--- config.mk ---
export PLATFORM = sky130hd
export DESIGN_NAME = alu_test_sequencer
export DESIGN_NICKNAME = d
export VERILOG_FILES = /design/src/rtl/alu_test_sequencer.sv
export SDC_FILE = /design/constraint.sdc
export NUM_CORES = 1
export LEC_CHECK = 0
export BUFFER_PORTS_ARGS = -buffer_cell sky130_fd_sc_hd__clkbuf_2
export CELL_PAD_IN_SITES_DETAIL_PLACEMENT = 0
export CELL_PAD_IN_SITES_GLOBAL_PLACEMENT = 1
export CORE_UTILIZATION = 37
export DETAILED_ROUTE_END_ITERATION = 8
export PLACE_DENSITY_LB_ADDON = 0.08
export SLEW_MARGIN = 20
export SYNTH_ARGS = -nofsm -noshare
export SYNTH_HDL_FRONTEND = slang
export SYNTH_SLANG_ARGS = --single-unit
--- constraint.sdc ---
create_clock -name clock -period 2.62 [get_ports clock]
set_input_delay 0.524 -clock clock [delete_from_list [all_inputs] [get_ports clock]]
set_output_delay 0.524 -clock clock [all_outputs]
set_load 0.01 [all_outputs]
--- src/rtl/alu_test_sequencer.sv ---
// ALU tester sequencer: walks a synchronous vector ROM, drives the ALU operands and the expected result,
// samples the comparator error byte for each vector and reports pass, the failure count and the first failing address.
module alu_test_sequencer #(
   parameter int NUM_VECTORS = 16,
   parameter int ADDR_W      = 4,
   parameter int ALU_LAT     = 1
) (
   input  logic              clock,
   input  logic              reset,
   input  logic              start,
   input  logic              abort,
   output logic [ADDR_W-1:0] vec_addr,
   input  logic [42:0]       vec_data,
   output logic [3:0]        alu_op,
   output logic [11:0]       alu_a,
   output logic [11:0]       alu_b,
   output logic [14:0]       res_exp,
   input  logic [7:0]        err_in,
   output logic              busy,
   output logic              done,
   output logic              pass,
   output logic [ADDR_W:0]   err_count,
   output logic [ADDR_W-1:0] first_fail_addr,
   output logic              first_fail_vld
);

   localparam int CNT_W = (ALU_LAT > 1) ? $clog2(ALU_LAT) : 1;
   localparam logic [CNT_W-1:0]  WAIT_LOAD = CNT_W'(ALU_LAT - 1);
   localparam logic [ADDR_W-1:0] LAST_ADDR = ADDR_W'(NUM_VECTORS - 1);

   typedef enum logic [2:0] {
      S_IDLE,
      S_FETCH,
      S_APPLY,
      S_WAIT,
      S_CHECK,
      S_DONE
   } state_t;

   state_t            r_state;
   logic [CNT_W-1:0]  r_wait_cnt;
   logic [ADDR_W-1:0] r_vec_addr;
   logic [3:0]        r_alu_op;
   logic [11:0]       r_alu_a;
   logic [11:0]       r_alu_b;
   logic [14:0]       r_res_exp;
   logic              r_busy;
   logic              r_done;
   logic              r_pass;
   logic [ADDR_W:0]   r_err_count;
   logic [ADDR_W-1:0] r_first_fail_addr;
   logic              r_first_fail_vld;

   logic              w_fail;
   logic              w_last;
   logic [ADDR_W:0]   w_err_next;

   assign w_fail     = (err_in != '0);
   assign w_last     = (r_vec_addr == LAST_ADDR);
   // Count saturates at all-ones instead of wrapping.
   assign w_err_next = (!w_fail || (&r_err_count)) ? r_err_count
                                                   : r_err_count + (ADDR_W+1)'(1);

   always_ff @(posedge clock or posedge reset) begin
      if (reset) begin
         r_state           <= S_IDLE;
         r_wait_cnt        <= '0;
         r_vec_addr        <= '0;
         r_alu_op          <= '0;
         r_alu_a           <= '0;
         r_alu_b           <= '0;
         r_res_exp         <= '0;
         r_busy            <= 1'b0;
         r_done            <= 1'b0;
         r_pass            <= 1'b0;
         r_err_count       <= '0;
         r_first_fail_addr <= '0;
         r_first_fail_vld  <= 1'b0;
      end else begin
         case (r_state)
            S_IDLE, S_DONE: begin
               // A simultaneous abort suppresses the start.
               if (start && !abort) begin
                  r_state           <= S_FETCH;
                  r_vec_addr        <= '0;
                  r_err_count       <= '0;
                  r_first_fail_addr <= '0;
                  r_first_fail_vld  <= 1'b0;
                  r_done            <= 1'b0;
                  r_pass            <= 1'b0;
                  r_busy            <= 1'b1;
               end
            end
            default: begin
               if (abort) begin
                  r_state <= S_DONE;
                  r_busy  <= 1'b0;
                  r_done  <= 1'b1;
                  r_pass  <= 1'b0;
               end else begin
                  case (r_state)
                     S_FETCH: r_state <= S_APPLY;
                     S_APPLY: begin
                        r_alu_op   <= vec_data[42:39];
                        r_alu_a    <= vec_data[38:27];
                        r_alu_b    <= vec_data[26:15];
                        r_res_exp  <= vec_data[14:0];
                        r_wait_cnt <= WAIT_LOAD;
                        r_state    <= S_WAIT;
                     end
                     S_WAIT: begin
                        if (r_wait_cnt == '0) begin
                           r_state <= S_CHECK;
                        end else begin
                           r_wait_cnt <= r_wait_cnt - CNT_W'(1);
                        end
                     end
                     S_CHECK: begin
                        r_err_count <= w_err_next;
                        if (w_fail && !r_first_fail_vld) begin
                           r_first_fail_addr <= r_vec_addr;
                           r_first_fail_vld  <= 1'b1;
                        end
                        if (w_last) begin
                           r_state <= S_DONE;
                           r_busy  <= 1'b0;
                           r_done  <= 1'b1;
                           r_pass  <= (w_err_next == '0);
                        end else begin
                           r_vec_addr <= r_vec_addr + ADDR_W'(1);
                           r_state    <= S_FETCH;
                        end
                     end
                     default: r_state <= S_IDLE;
                  endcase
               end
            end
         endcase
      end
   end

   assign vec_addr        = r_vec_addr;
   assign alu_op          = r_alu_op;
   assign alu_a           = r_alu_a;
   assign alu_b           = r_alu_b;
   assign res_exp         = r_res_exp;
   assign busy            = r_busy;
   assign done            = r_done;
   assign pass            = r_pass;
   assign err_count       = r_err_count;
   assign first_fail_addr = r_first_fail_addr;
   assign first_fail_vld  = r_first_fail_vld;

endmodule
==> impl_metrics.ini, run 1 <==
[synth]
synth_fp_nets = 270
avgSynthCellArea_um2 = 13.3
synth.distinct_cells = 50
ys_ff_latch = 63
synth_area_um2 = 2810
yosysWarnings = 0
ys_seq_area_frac = 0.560
syn_inst = 212

[detailed_routing]
viasPerCell = 4.85
vias = 2121
drt_first_pass_iters = 4
drtIter0Drc = 32
post_drt_wl_per_cell_um = 14.0
drc = 0
ant_nets = 0
wirelength_um = 6120

[timing]
fin_crit_ns = 2.13
min_period_over_period = 0.814
hold_viol = 0
skew_ns = 0.00693
max_slew_margin = 0.608
tightestPinTransition_ns = 0.588
tns_ns = 0
rsz0062_at_grt = false
fmax_mhz = 469
setup_viol = 0
finalMaxSlewViolations = 0

[cells_and_area]
fillers = 725
final_area_um2 = 3660
drive_gt1_frac = 0.541
n_antenna_cell = 0
area_growth_pct = 30.2
nets = 391

[cts]
post-cts-setup-buffers = 0
clk_latency_ns = 0.33
cts_root_buf = clkbuf_8
cts_made_buffers = 9
clockBufferDepth = 2
ctsHoldBuffers = 0
cts_tree = yes
cts.sinks = 63
htree_levels = 3
cts_resized = 0
cts.clk_slew.worst_paths_ns = 0.07

[setup_path]
cp-start-kind = flip-flop
arrival_ns = 2.35
critPathRequiredTime_ns = 2.84
critical_path_class = flip-flop to flip-flop
critPathCaptureType = flip-flop
crit_fanout = 9
r2r_setup_slack_ns = 0.49

[floorplanning]
start_util = 0.386
die_h_um = 89.2
coreArea_um2 = 7290
dieArea_um2 = 7950
ios = 115
num_rows = 31
die-width_um = 89.2

[power]
vdd.ir_drop.worst_mv = 0.324
p_leak_nw = 1.86
powerDensity_nw_per_um2 = 896

[place]
placedInstanceArea_um2 = 3500
dp_hpwl_um = 4610
gp_congestion = 0.816
io_buffers = 114

[global_route]
grt_pass1_vias = 1920
antenna_found_initial = 0
grt_max_degree = 44
grt_overflow = 0
grt_util_all_layers = 0.159
grt_pass1_wl_um = 9390

[outcome]
status = completed

[job]
max-cap-violations = 0

[hold_path]
hold_class = input pin to async pin
sequential cells by signal, summed over array words and instances, names as in the netlist, 3 cells and up:
name             flops
res_exp             15
vec_addr             4
alu_a               12
alu_b               12
first_fail_addr      4
r_state              3
err_count            5
alu_op               4
cell type report:
class / count / area (µm²) / area share
inverter: 6 / 22.5 / 0.00615
clock buffer: 12 / 135 / 0.0369
multi-input combinational: 134 / 1160 / 0.317
clock inverter: 4 / 22.5 / 0.00615
timing repair buffer: 119 / 621 / 0.170
sequential: 63 / 1580 / 0.431
tap: 99 / 124 / 0.0338
kinds of logic (layout without fill, tap and decap cells):
group / count (synthesis) / in the layout / share of synthesized area
buffers and inverters: 15 / 141 / 0.0271
AOI/OAI and AO/OA: 37 / 37 / 0.0992
DFF: 63 / 63 / 0.560
xor gates and xnor gates: 2 / 2 / 0.00623
and+or+nand+nor: 46 / 46 / 0.111
adders and majority gates: 3 / 3 / 0.0133
muxes: 46 / 46 / 0.183
final timing paths:
check,startpoint,to,cells after the start
worst max register to register,err_count[0]$_DFFE_PP0P_,err_count[1]$_DFFE_PP0P_,6
max in group asynchronous,reset,first_fail_vld$_DFFE_PP0P_,3
min in group clock,vec_data[28],alu_a[1]$_DFFE_PP0P_,2
worst max-delay path,err_count[0]$_DFFE_PP0P_,err_count[1]$_DFFE_PP0P_,6
worst min-delay path,reset,alu_op[2]$_DFFE_PP0P_,2
worst min register to register,alu_a[1]$_DFFE_PP0P_,alu_a[1]$_DFFE_PP0P_,1
power by group:
group,switching (mW),internal [mW]
sequential,0.250,1.28
combinational,0.515,0.549
clock,0.352,0.339
cell usage after synthesis, drive strengths merged:
cell type | number | area [µm²]
nand2 | 4 | 15.0
and3 | 5 | 31.3
nand3 | 6 | 30.0
o2bb2ai | 1 | 8.76
nor2 | 4 | 15.0
o21ai | 8 | 40.0
ha | 3 | 37.5
a22o | 4 | 35.0
or4b | 1 | 13.8
o21bai | 1 | 7.51
xor2 | 1 | 8.76
o21a | 1 | 7.51
dfrtp | 63 | 1580
nand2b | 5 | 31.3
a211o | 1 | 8.76
mux2 | 43 | 484
a31oi | 4 | 25.0
nor3b | 1 | 7.51
nor2b | 5 | 33.8
a21oi | 4 | 20.0
nor3 | 3 | 15.0
nand4 | 2 | 12.5
a221oi | 1 | 8.76
buf | 6 | 42.5
inv | 6 | 22.5
or2 | 1 | 6.26
xnor2 | 1 | 8.76
mux2i | 3 | 30.0
o221ai | 1 | 8.76
o32ai | 1 | 8.76
nand3b | 1 | 7.51
nor4 | 3 | 46.3
a21o | 3 | 22.5
o211ai | 1 | 7.51
nor4b | 2 | 23.8
a32o | 2 | 20.0
clkbuf | 3 | 11.3
and2 | 1 | 6.26
a21bo | 1 | 10.0
nor4bb | 1 | 10.0
a211oi | 3 | 40.0
or3 | 1 | 6.26
critical path, cell delays in order, from the launching register on:
cell and delay (ns):
dfrtp_1 0.48, ha_1 0.27, and3_1 0.19, ha_1 0.18
a21oi_1 0.47, o21ai_1 0.19, a32o_1 0.25
stage by stage:
stage / total power [mW] / hold slack (ns) / setup slack, ns / util / std cells
after floorplan: 2.16 / 0.529 / 0.526 / - / 212
after CTS: 3.34 / 0.242 / 0.492 / 0.502 / 437
final: 3.28 / 0.229 / 0.488 / 0.502 / 437
after global routing: 3.53 / 0.271 / 0.359 / 0.502 / 437
after global placement: 2.61 / 0.467 / 0.539 / 0.480 / 421
after detailed placement: 2.63 / 0.477 / 0.512 / 0.480 / 421
per-layer routing:
metal | wire, µm | GRT usage
met2 | 2840 | 0.245
met1 | 2800 | 0.207
met5 | 0 | 0
met4 | 70 | 0.0736
met3 | 412 | 0.0462
placed cells by master (no fill, tap or decap), types with 4 or more instances in the layout:
| cell | count |
|---|---|
| and3_1 | 5 |
| nand2_1 | 4 |
| a21oi_1 | 4 |
| nor2_1 | 4 |
| clkbuf_2 | 114 |
| a31oi_1 | 4 |
| o21ai_0 | 7 |
| clkbuf_8 | 9 |
| dfrtp_1 | 63 |
| mux2_2 | 40 |
| buf_4 | 4 |
| inv_1 | 5 |
| nor2b_1 | 4 |
| nand2b_1 | 5 |
| a22o_1 | 4 |
| nand3_1 | 6 |
(Power assumes the default switching activity.)
==> run 2, diff against run 1 <==
Settings changed: CORE_UTILIZATION 37 to 33.
Clock period 2.62 ns to 1.8 ns, I/O delays scaled along.
==> run 2 against run 1 <==
Net effect: critical path type unchanged; wire length rose by 12%; largest power group unchanged; sequential cell count did not move; non-clock buffer count rose by 27.
==> impl_metrics.ini, run 2 (synthesized netlist as in run 1, its figures left out) <==
[cells_and_area]
largest_reg_flops = 15
area_growth_pct = 42.3
final_cell_mix = clkbuf_2 (114), dfrtp_1 (62), mux2_2 (40)
fillers = 796
final_area_um2 = 4000
final_common_cell = clkbuf_2
nets = 418
drive_gt1_frac = 0.603
n_antenna_cell = 0

[timing]
rsz0062_at_grt = true
max_slew_margin = 0.792
fin_crit_ns = 1.76
tightestPinTransition_ns = 0.312
skew_ns = 0.0116
hold_viol = 0
fin_ws_ns = 0.0382
fmax_mhz = 568
setup_viol = 0
min_period_over_period = 0.979
finalMaxSlewViolations = 0

[detailed_routing]
drtIter0Drc = 68
vias = 2239
ant_nets = 0
drc = 0
drt_first_pass_iters = 4
post_drt_wl_per_cell_um = 14.6
viasPerCell = 4.76
wirelength_um = 6860

[floorplanning]
die_h_um = 94.3
dieArea_um2 = 8900
coreArea_um2 = 8220
start_util = 0.342
die-width_um = 94.3
ios = 115
num_rows = 33

[power]
vdd.ir_drop.worst_mv = 0.458
powerDensity_nw_per_um2 = 1320
p_leak_nw = 2.03

[place]
io_buffers = 114
gp_congestion = 0.824
dp_hpwl_um = 5170
post-place-ws_ns = 0.0105
placedInstanceArea_um2 = 3720

[global_route]
grt_util_all_layers = 0.161
grt_overflow = 0
grt_pass1_vias = 2141
grt_pass1_wl_um = 10700
grt_max_degree = 44
antenna_found_initial = 0

[cts]
clk_latency_ns = 0.34
cts.clk_slew.worst_paths_ns = 0.07
clockBufferDepth = 2
cts_made_buffers = 9
cts_root_buf = clkbuf_8
cts.sinks = 63
cts_tree = yes
htree_levels = 3

[setup_path]
critPathCaptureType = flip-flop
critPathTopFamily = flip-flops
cpPeakStageDelay_ns = 0.43
critical_path_class = flip-flop to flip-flop
cp-start-kind = flip-flop
cp_num_buf_inv = 0
arrival_ns = 1.97
r2r_setup_slack_ns = 0.04
critPathRequiredTime_ns = 2.00
slowest_stage = dfrtp_2
crit_fanout = 2
path_cells = ha_4, and3_1, ha_1, nand2b_4, a21oi_4, mux2i_1, o32ai_2

[outcome]
status = completed

[hold_path]
hold_class = input pin to flip-flop

[job]
max-cap-violations = 0
run 2: cell types whose count changed in the layout (fill, tap and decap cells not counted), moves of 2 or more:
cell and change:
buf_4 +24, a21oi_1 -2, clkbuf_1 -3, a21oi_4 +2
clkinvlp_4 +2, buf_12 +2
run 2: cell type report:
type	instances	area, µm²	area share
Clock buffer	9	124	0.0310
Clock inverter	7	72.6	0.0181
Inverter	6	26.3	0.00657
Multi-Input combinational cell	134	1220	0.305
Sequential cell	63	1580	0.394
Tap cell	105	131	0.0328
Timing Repair Buffer	146	851	0.213
run 2: metal layers:
layer	track usage	share of wire	vias to the layer above	wire (µm)
li1	-	-	1075	-
met1	0.217	0.46	1078	3120
met2	0.246	0.47	81	3200
met3	0.0502	0.069	5	475
met4	0.0500	0.0083	0	57
met5	0	0	-	0
run 2: final timing paths:
kind,startpoint,to,depth (start not counted)
min,vec_data[29],alu_a[2]$_DFFE_PP0P_,2
min in group asynchronous,reset,res_exp[7]$_DFFE_PP0P_,3
max,err_count[0]$_DFFE_PP0P_,pass$_DFFE_PP0P_,7
max reg2reg,err_count[0]$_DFFE_PP0P_,pass$_DFFE_PP0P_,7
max in group asynchronous,reset,alu_op[3]$_DFFE_PP0P_,4
min reg2reg,alu_a[1]$_DFFE_PP0P_,alu_a[1]$_DFFE_PP0P_,1
run 2: through the flow:
stage / total power, mW / TNS (ns) / hold WS [ns] / cells / utilization
6_report: 5.27 / 0 / 0.238 / 470 / 0.487
5_1_grt: 5.65 / -0.0385 / 0.229 / 470 / 0.487
4_1_cts: 5.30 / 0 / 0.225 / 468 / 0.479
3_5_place_dp: 4.04 / 0 / 0.322 / 451 / 0.453
3_3_place_gp: 4.00 / 0 / 0.316 / 451 / 0.453
2_1_floorplan: 3.15 / 0 / 0.485 / 212 / -
run 2: power by group:
part	switching, mW	internal (mW)	leakage [nW]
Combinational	0.956	0.981	1.12
Clock	0.590	0.641	0.0956
Sequential	0.242	1.86	0.808
run 2: repair_timing:
action / in CTS / in global routing
endpoints found under the setup margin: 1 / 4
resized for setup: 1 / 8
gates cloned: 0 / 0
pin swaps: 0 / 4
endpoints found under the hold margin: 9 / 0
buffers inserted: 0 / 2
hold buffers: 1 / 0
